--- config.mk ---
export PLATFORM = sky130hd
export DESIGN_NAME = pc_unit_flat
export DESIGN_NICKNAME = d
export VERILOG_FILES = /design/src/rtl/pc_unit_if.sv /design/src/rtl/pc_unit.sv /design/src/flat_wrapper.sv
export SDC_FILE = /design/constraint.sdc
export NUM_CORES = 1
export LEC_CHECK = 0
export ABC_AREA = 1
export CAP_MARGIN = 20
export CORE_UTILIZATION = 51
export DETAILED_ROUTE_END_ITERATION = 6
export PLACE_DENSITY_LB_ADDON = 0.3
export SYNTH_ARGS = -nofsm -noshare
export SYNTH_HDL_FRONTEND = slang
export SYNTH_SLANG_ARGS = --single-unit
--- constraint.sdc ---
create_clock -name clk -period 3.45 [get_ports clk]
set_clock_uncertainty 0.1 [all_clocks]
set_input_delay 0.8625 -clock clk [delete_from_list [all_inputs] [get_ports clk]]
set_output_delay 0.8625 -clock clk [all_outputs]
set_load 0.02 [all_outputs]
--- src/rtl/pc_unit_if.sv ---
// Fetch-PC control bundle: hazard/branch/exception controls in, PC views out.
// The master side drives the controls; pc_unit sits on the slave side.
interface pc_unit_if #(
    parameter int WIDTH = 32
);
    logic             stall;
    logic             redirect_en;
    logic [WIDTH-1:0] redirect_target;
    logic             exc_req;
    logic [WIDTH-1:0] exc_pc;
    logic             eret;
    logic [WIDTH-1:0] pc_out;
    logic [WIDTH-1:0] pc_plus4;
    logic [WIDTH-1:0] epc_out;
    logic             redirect_pending;
    logic             addr_fault;

    modport master (
        output stall, redirect_en, redirect_target, exc_req, exc_pc, eret,
        input  pc_out, pc_plus4, epc_out, redirect_pending, addr_fault
    );

    modport slave (
        input  stall, redirect_en, redirect_target, exc_req, exc_pc, eret,
        output pc_out, pc_plus4, epc_out, redirect_pending, addr_fault
    );
endinterface

--- src/rtl/pc_unit.sv ---
// Program-counter unit at the head of IF: stall hold, branch/jump redirect,
// buffering of a redirect that lands during a stall, exception entry with an
// internal EPC, eret return, and a fetch-address fault flag.
module pc_unit #(
    parameter int               WIDTH      = 32,
    parameter logic [WIDTH-1:0] RESET_ADDR = WIDTH'(32'h0000_3000),
    parameter logic [WIDTH-1:0] EXC_VECTOR = WIDTH'(32'h0000_4180),
    parameter logic [WIDTH-1:0] ADDR_LO    = WIDTH'(32'h0000_3000),
    parameter logic [WIDTH-1:0] ADDR_HI    = WIDTH'(32'h0000_6FFC)
) (
    input  logic     clk,
    input  logic     reset,
    pc_unit_if.slave bus
);

    typedef enum logic {
        IDLE    = 1'b0,
        PENDING = 1'b1
    } state_t;

    localparam logic [WIDTH-1:0] FOUR = WIDTH'(4);

    state_t           state_reg, state_next;
    logic [WIDTH-1:0] pc_reg, pc_next;
    logic [WIDTH-1:0] epc_reg, epc_next;
    logic [WIDTH-1:0] pend_target_reg, pend_target_next;
    logic [WIDTH-1:0] pc_inc;

    assign pc_inc = pc_reg + FOUR;

    // State registers; reset dominates every other request.
    always_ff @(posedge clk) begin
        if (reset) begin
            state_reg       <= IDLE;
            pc_reg          <= RESET_ADDR;
            epc_reg         <= '0;
            pend_target_reg <= '0;
        end else begin
            state_reg       <= state_next;
            pc_reg          <= pc_next;
            epc_reg         <= epc_next;
            pend_target_reg <= pend_target_next;
        end
    end

    // Next-PC selection, highest priority first: exception, eret, redirect
    // (taken now or buffered under stall), stall hold, buffered redirect
    // release, sequential fetch.
    always_comb begin
        state_next       = state_reg;
        pc_next          = pc_inc;
        epc_next         = epc_reg;
        pend_target_next = pend_target_reg;

        if (bus.exc_req) begin
            pc_next    = EXC_VECTOR;
            epc_next   = bus.exc_pc;
            state_next = IDLE;
        end else if (bus.eret) begin
            // EPC is kept so a repeated eret returns to the same place.
            pc_next    = epc_reg;
            state_next = IDLE;
        end else if (bus.redirect_en && !bus.stall) begin
            // A fresh redirect supersedes anything still buffered.
            pc_next    = bus.redirect_target;
            state_next = IDLE;
        end else if (bus.redirect_en) begin
            // Stalled: park the target, last one seen wins.
            pc_next          = pc_reg;
            pend_target_next = bus.redirect_target;
            state_next       = PENDING;
        end else if (bus.stall) begin
            pc_next = pc_reg;
        end else if (state_reg == PENDING) begin
            pc_next    = pend_target_reg;
            state_next = IDLE;
        end
    end

    // Outputs depend only on registered state, never directly on inputs.
    assign bus.pc_out           = pc_reg;
    assign bus.pc_plus4         = pc_inc;
    assign bus.epc_out          = epc_reg;
    assign bus.redirect_pending = (state_reg == PENDING);
    assign bus.addr_fault       = (pc_reg[1:0] != 2'b00) || (pc_reg < ADDR_LO) || (pc_reg > ADDR_HI);

endmodule

--- src/flat_wrapper.sv ---
// flat-port wrapper written by rule: the top's interface ports become plain ports
module pc_unit_flat 
#(
    parameter int               WIDTH      = 32,
    parameter logic [WIDTH-1:0] RESET_ADDR = WIDTH'(32'h0000_3000),
    parameter logic [WIDTH-1:0] EXC_VECTOR = WIDTH'(32'h0000_4180),
    parameter logic [WIDTH-1:0] ADDR_LO    = WIDTH'(32'h0000_3000),
    parameter logic [WIDTH-1:0] ADDR_HI    = WIDTH'(32'h0000_6FFC)
)
  (clk, reset, bus_stall, bus_redirect_en, bus_redirect_target, bus_exc_req, bus_exc_pc, bus_eret, bus_pc_out, bus_pc_plus4, bus_epc_out, bus_redirect_pending, bus_addr_fault);
  pc_unit_if #(.WIDTH(WIDTH)) bus_i ();
  input  logic clk;
  input  logic reset;
  input wire logic [$bits(bus_i.stall)-1:0] bus_stall;
  input wire logic [$bits(bus_i.redirect_en)-1:0] bus_redirect_en;
  input wire logic [$bits(bus_i.redirect_target)-1:0] bus_redirect_target;
  input wire logic [$bits(bus_i.exc_req)-1:0] bus_exc_req;
  input wire logic [$bits(bus_i.exc_pc)-1:0] bus_exc_pc;
  input wire logic [$bits(bus_i.eret)-1:0] bus_eret;
  output wire logic [$bits(bus_i.pc_out)-1:0] bus_pc_out;
  output wire logic [$bits(bus_i.pc_plus4)-1:0] bus_pc_plus4;
  output wire logic [$bits(bus_i.epc_out)-1:0] bus_epc_out;
  output wire logic [$bits(bus_i.redirect_pending)-1:0] bus_redirect_pending;
  output wire logic [$bits(bus_i.addr_fault)-1:0] bus_addr_fault;
  assign bus_i.stall = bus_stall;
  assign bus_i.redirect_en = bus_redirect_en;
  assign bus_i.redirect_target = bus_redirect_target;
  assign bus_i.exc_req = bus_exc_req;
  assign bus_i.exc_pc = bus_exc_pc;
  assign bus_i.eret = bus_eret;
  assign bus_pc_out = bus_i.pc_out;
  assign bus_pc_plus4 = bus_i.pc_plus4;
  assign bus_epc_out = bus_i.epc_out;
  assign bus_redirect_pending = bus_i.redirect_pending;
  assign bus_addr_fault = bus_i.addr_fault;
  pc_unit #(.WIDTH(WIDTH), .RESET_ADDR(RESET_ADDR), .EXC_VECTOR(EXC_VECTOR), .ADDR_LO(ADDR_LO), .ADDR_HI(ADDR_HI)) u_core (.clk(clk), .reset(reset), .bus(bus_i));
endmodule
# Word-level counts from Yosys, hierarchy flattened

Index checks and enable logic that the tools add are counted.

Memory bits (writable): 0
Latch bits: 0
Memories: 0
Output and inout bits: 98
Input bits: 70
Register bits after elaboration: 97
Word-level logic and storage cells: 34
ROM bits: 0

Muxes and demuxes: 8
Reduce and logical (&&, ||, !) cells: 10
Div/mod/pow operators: 0
$lt $le $gt $ge: 2
Equal/unequal tests: 5
Multipliers: 0
Shift-type cells: 0
Bitwise operators: 3
$add $sub $neg: 1

Operator list:

| kind                  | count |
|---|---|
| $mux 32               | 5 |
| $add 32x3->32 const B | 1 |
| $gt 32x15->1 const B  | 1 |
| $lt 32x14->1 const B  | 1 |
| $mux 15               | 1 |
| $ne 4x1->1 const B    | 2 |
| $ne 3x1->1 const B    | 2 |
| $reduce_and 2->1      | 2 |
| $reduce_and 4->1      | 1 |
| $reduce_or 4->1       | 1 |
| $not 1->1             | 3 |
| $logic_or 1x1->1      | 2 |
| $mux 1                | 2 |
| $ne 2x1->1 const B    | 1 |
| $reduce_bool 2->1     | 1 |
| $reduce_or 2->1       | 1 |
| $logic_and 1x1->1     | 1 |
| $logic_not 1->1       | 1 |

# Longest topological paths before layout

Depth in word-level cells: 7
Gate-level depth with buffers: 12
Gate-level depth less buffers: 12

# Worst setup path before layout

Ideal clock, no wire load.

Kind: reg-to-output
From: reg u_core.pc_reg[2] (netlist: u_core.bus.pc_out[2])
To: out bus_pc_plus4[14]
Data arrival time: 1.492 ns
Setup slack: 0.996 ns
Cell stages (with the launch flop): 8
Required time: 2.487 ns
Path buffers: 0
Cell sequence: dfxtp_1 ha_1 inv_1 nor2_1 nand2_2 nor2_1 nand2_1 and2_1

Cells in the longest elaborated chain, start to end: 1

RTL lines:

| item                   | RTL line           | source |
|---|---|---|
| start, declared        | pc_unit.sv:24      | `logic [WIDTH-1:0] pc_reg, pc_next;` |
| start signal, assigned | pc_unit.sv:40      | `pc_reg <= pc_next;` |
| $add 32x3->32          | pc_unit.sv:29      | `assign pc_inc = pc_reg + FOUR;` |
| end, declared          | flat_wrapper.sv:21 | `output wire logic [$bits(bus_i.pc_plus4)-1:0] bus_pc_plus4;` |

No other way between the ends.

# Final worst setup path

From: reg u_core.pc_reg[13] (netlist: u_core.bus.pc_out[13])
To: out bus_pc_plus4[30]

Same word-level chain as after synthesis.

==> flow_summary.yaml <==
synthesis:
  postSynthNetCount: 977
  synth_compound_gate_area_share: 0.178
  synth_area_per_cell_sq_um: 6.00
  ys_seq_elements: 97
  synth_enable_flop_cells: 0
  ys_top_cells_by_area: "sky130_fd_sc_hd__dfxtp_1 36%, sky130_fd_sc_hd__nand2_1 16%, sky130_fd_sc_hd__nor2_1 14%"
  synth-simple-area-share: 0.364
  seq_area_frac_synth: 0.357
  post_synth_adder_cell_area: 0.00230
  synth_xor_area_frac: 0.00806
  netlist.area_leader.share: 0.357
  synth.area.mux_share: 0
  netlist_area_sq_um: 5430
  synth_top_area_cell: "sky130_fd_sc_hd__dfxtp_1"
  yosys.cell_types.count: 31
  synth_warnings: 0
  dominant_combinational_cell_family_by_area_after_synthesis: "simple AND/OR/NAND/NOR gates"
  ys_dominant_reg_cell: "sky130_fd_sc_hd__dfxtp_1"
  async_flop_share: 0
  post_synth_inst_count: 906
run:
  max_cap_viol_count: 0
floorplan:
  io_pins: 168
  initial_cell_density_of_the_core: 0.526
  placeableCoreArea_sq_um: 10300
  rows: 37
  die_width_um: 105
  design.die.area_sq_um: 11100
  vert_die_dim_um: 105
clock_tree:
  deepest_clock_path_buffer_count: 2
  cts.root.buffer_cell: "sky130_fd_sc_hd__clkbuf_8"
  post_cts.repair.setup_buffers: 0
  insertion_delay_to_the_later_sink_of_the_worst_skew_pair_ns: 0.36
  htree_levels: 3
  clock_sinks: 97
  clock_transition_at_the_register_clock_pins_on_the_worst_setup_and_hold_paths_after_cts_ns: 0.11
  cts-buffers-inserted: 9
  cts_tree: "built"
placed_design:
  gp_congestion: 0.977
  detailedPlacementHpwl_um: 13500
  dpl-instance-area_sq_um: 7210
  post_placement_cell_count: 1180
  io_buffer_count: 167
setup_path:
  cp-start-kind: "flop"
  regToRegSetupSlack_ns: 1.42
  r2r_end: "u_core.bus.pc_out[12]"
  worst-path-max-fanout: 5
  worstReg2RegStart: "u_core.bus.redirect_pending"
  worstSetupPathType: "reg -> out"
  crit_path_end_kind: "primary output"
  cp.arrival_ns: 2.35
  worst_reg_to_reg_cells: 7
  required_ns: 2.49
layout:
  final_layout_size_suffix_gt1_frac: 0.0462
  finish.net_count: 1126
  fin_area_sq_um: 7450
  seq_area_sq_um: 1950
  antenna_cells: 0
  finalNonFillerCells: 1196
  multi_input_gate_area_sq_um: 3010
  layout.cells.most_common_list: "227 x sky130_fd_sc_hd__nand2_1, 197 x sky130_fd_sc_hd__nor2_1, 161 x sky130_fd_sc_hd__clkdlybuf4s50_1"
  mostFrequentLayoutCell: "sky130_fd_sc_hd__nand2_1"
  filler_cell_count: 907
  area_growth_syn_to_layout_pct: 37.2
power:
  power_switching_share: 0.300
  share_comb_of_total_power: 0.221
  pwr-share-seq: 0.467
  power_per_cell_area_nw_per_um2: 355
  clockPowerShare: 0.313
  ir_drop_mv: 0.237
  design_power_total_mw: 2.65
  power_report.internal_total_mw: 1.85
  p_leak_nw: 3.32
  power.switching_mw: 0.795
timing:
  period_share: 0.959
  timing_worst_slew_pin_value_ns: 1.08
  timing.final.setup_violations: 0
  final_max_slew_viol_count: 0
  hold_viol_final: 0
  holdWs_ns: 0.399
  max_freq_mhz: 302
  finalWorstPathRequiredPeriod_ns: 3.31
  rsz0062_at_grt: "false"
  max_slew_margin: 0.278
  setup-tns-final_ns: 0
min_path:
  hold_path_depth: 2
  hold_end: "u_core.bus.pc_out[31]"
  worstHoldPathType: "reg -> reg"
  hold_path_startpoint: "u_core.bus.pc_out[31]"
global_routing:
  grt_antenna_before_repair: 0
  grt_start_max_net_pins: 47
  grt_pass1_wl_um: 29500
  first_global_vias: 5829
  grt-ovfl-total: 0
  gr-usage-all-layers: 0.335
detailed_routing:
  detailedRoute.firstIterationViolations: 707
  route.detailed.vias_per_inst: 5.41
  finalWirelength_um: 18300
  route.vias.total: 6475
  drt-pass1-iter-count: 7
  antenna_left: 0
  wl_per_cell_um: 15.3
  drt_drc_violations_left: 0
run_status:
  status: "completed"
critical path: stages (launching register included):
cell and delay, ns:
sky130_fd_sc_hd__dfxtp_1 0.42, sky130_fd_sc_hd__nand2_1 0.16, sky130_fd_sc_hd__nor2_1 0.25, sky130_fd_sc_hd__nand2_1 0.10, sky130_fd_sc_hd__nor2_1 0.19, sky130_fd_sc_hd__nand3_1 0.13, sky130_fd_sc_hd__nand2_1 0.11, sky130_fd_sc_hd__clkdlybuf4s50_1 0.60
kinds of logic after synthesis:
family	Yosys count
flops	97
buf+inv	126
simple gates	492
fa+ha+maj	1
xor+xnor	5
compound gates	185
per-layer routing:
| metal | wire length [um] | share of wire | GRT usage | vias to the layer above |
|---|---|---|---|---|
| met4 | 465 | 0.025 | 0.112 | 0 |
| met3 | 1970 | 0.11 | 0.0563 | 39 |
| met2 | 7850 | 0.43 | 0.502 | 378 |
| met5 | 0 | 0 | 0 | - |
| li1 | - | - | - | 3181 |
| met1 | 8050 | 0.44 | 0.486 | 2877 |
power groups by stage:
stage               Combinational, mW  Clock (mW)  Sequential (mW)
global route                    0.632       0.877             1.24
global placement                0.570           0             1.26
floorplan                       0.238           0             1.30
detailed placement              0.576           0             1.26
CTS                             0.578       0.830             1.23
finish                          0.584       0.828             1.24
how the worst max path moves through the flow:
stage          cells after the start          endpoint  slack (ns)                  start
4_1_cts                            8  bus_pc_plus4[22]        0.03   u_core.bus.pc_out[2]
6_report                           7  bus_pc_plus4[30]        0.14  u_core.bus.pc_out[13]
2_1_floorplan                      7  bus_pc_plus4[14]         1.0   u_core.bus.pc_out[2]
5_1_grt                            7  bus_pc_plus4[24]       0.008  u_core.bus.pc_out[13]
3_5_place_dp                       8  bus_pc_plus4[22]        0.43   u_core.bus.pc_out[2]
3_3_place_gp                       8  bus_pc_plus4[22]        0.50   u_core.bus.pc_out[2]
stage by stage:
| stage | utilization | worst slack (ns) |
|---|---|---|
| finish | 0.722 | 0.141 |
| global placement | 0.699 | 0.502 |
| CTS | 0.720 | 0.0269 |
| floorplan | - | 0.996 |
| detailed placement | 0.699 | 0.432 |
| global route | 0.722 | 0.00764 |
cells in the mapped netlist (all sizes together), types with 3 or more instances:
cell type	instances
nand2	229
nor2	208
o21ai	135
dfxtp	97
inv	78
nand3	40
a21oi	34
clkbuf	30
buf	16
nand4	6
o211ai	5
xor2	5
a31oi	3
nor4	3
cell type report:
cell class                 instances  share of cell area
timing repair buffer             184               0.243
inverter                          80              0.0403
tap                              136              0.0228
clock inverter                     6              0.0121
sequential                        97               0.261
multi-input combinational        683               0.403
clock buffer                      10              0.0171
what timing repair did:
item,4_1_cts,5_1_grt
resized for setup,0,12
setup endpoints to repair,0,13
endpoints found under the hold margin,0,0
hold buffers,0,0
Power figures use the tool's default switching activity.
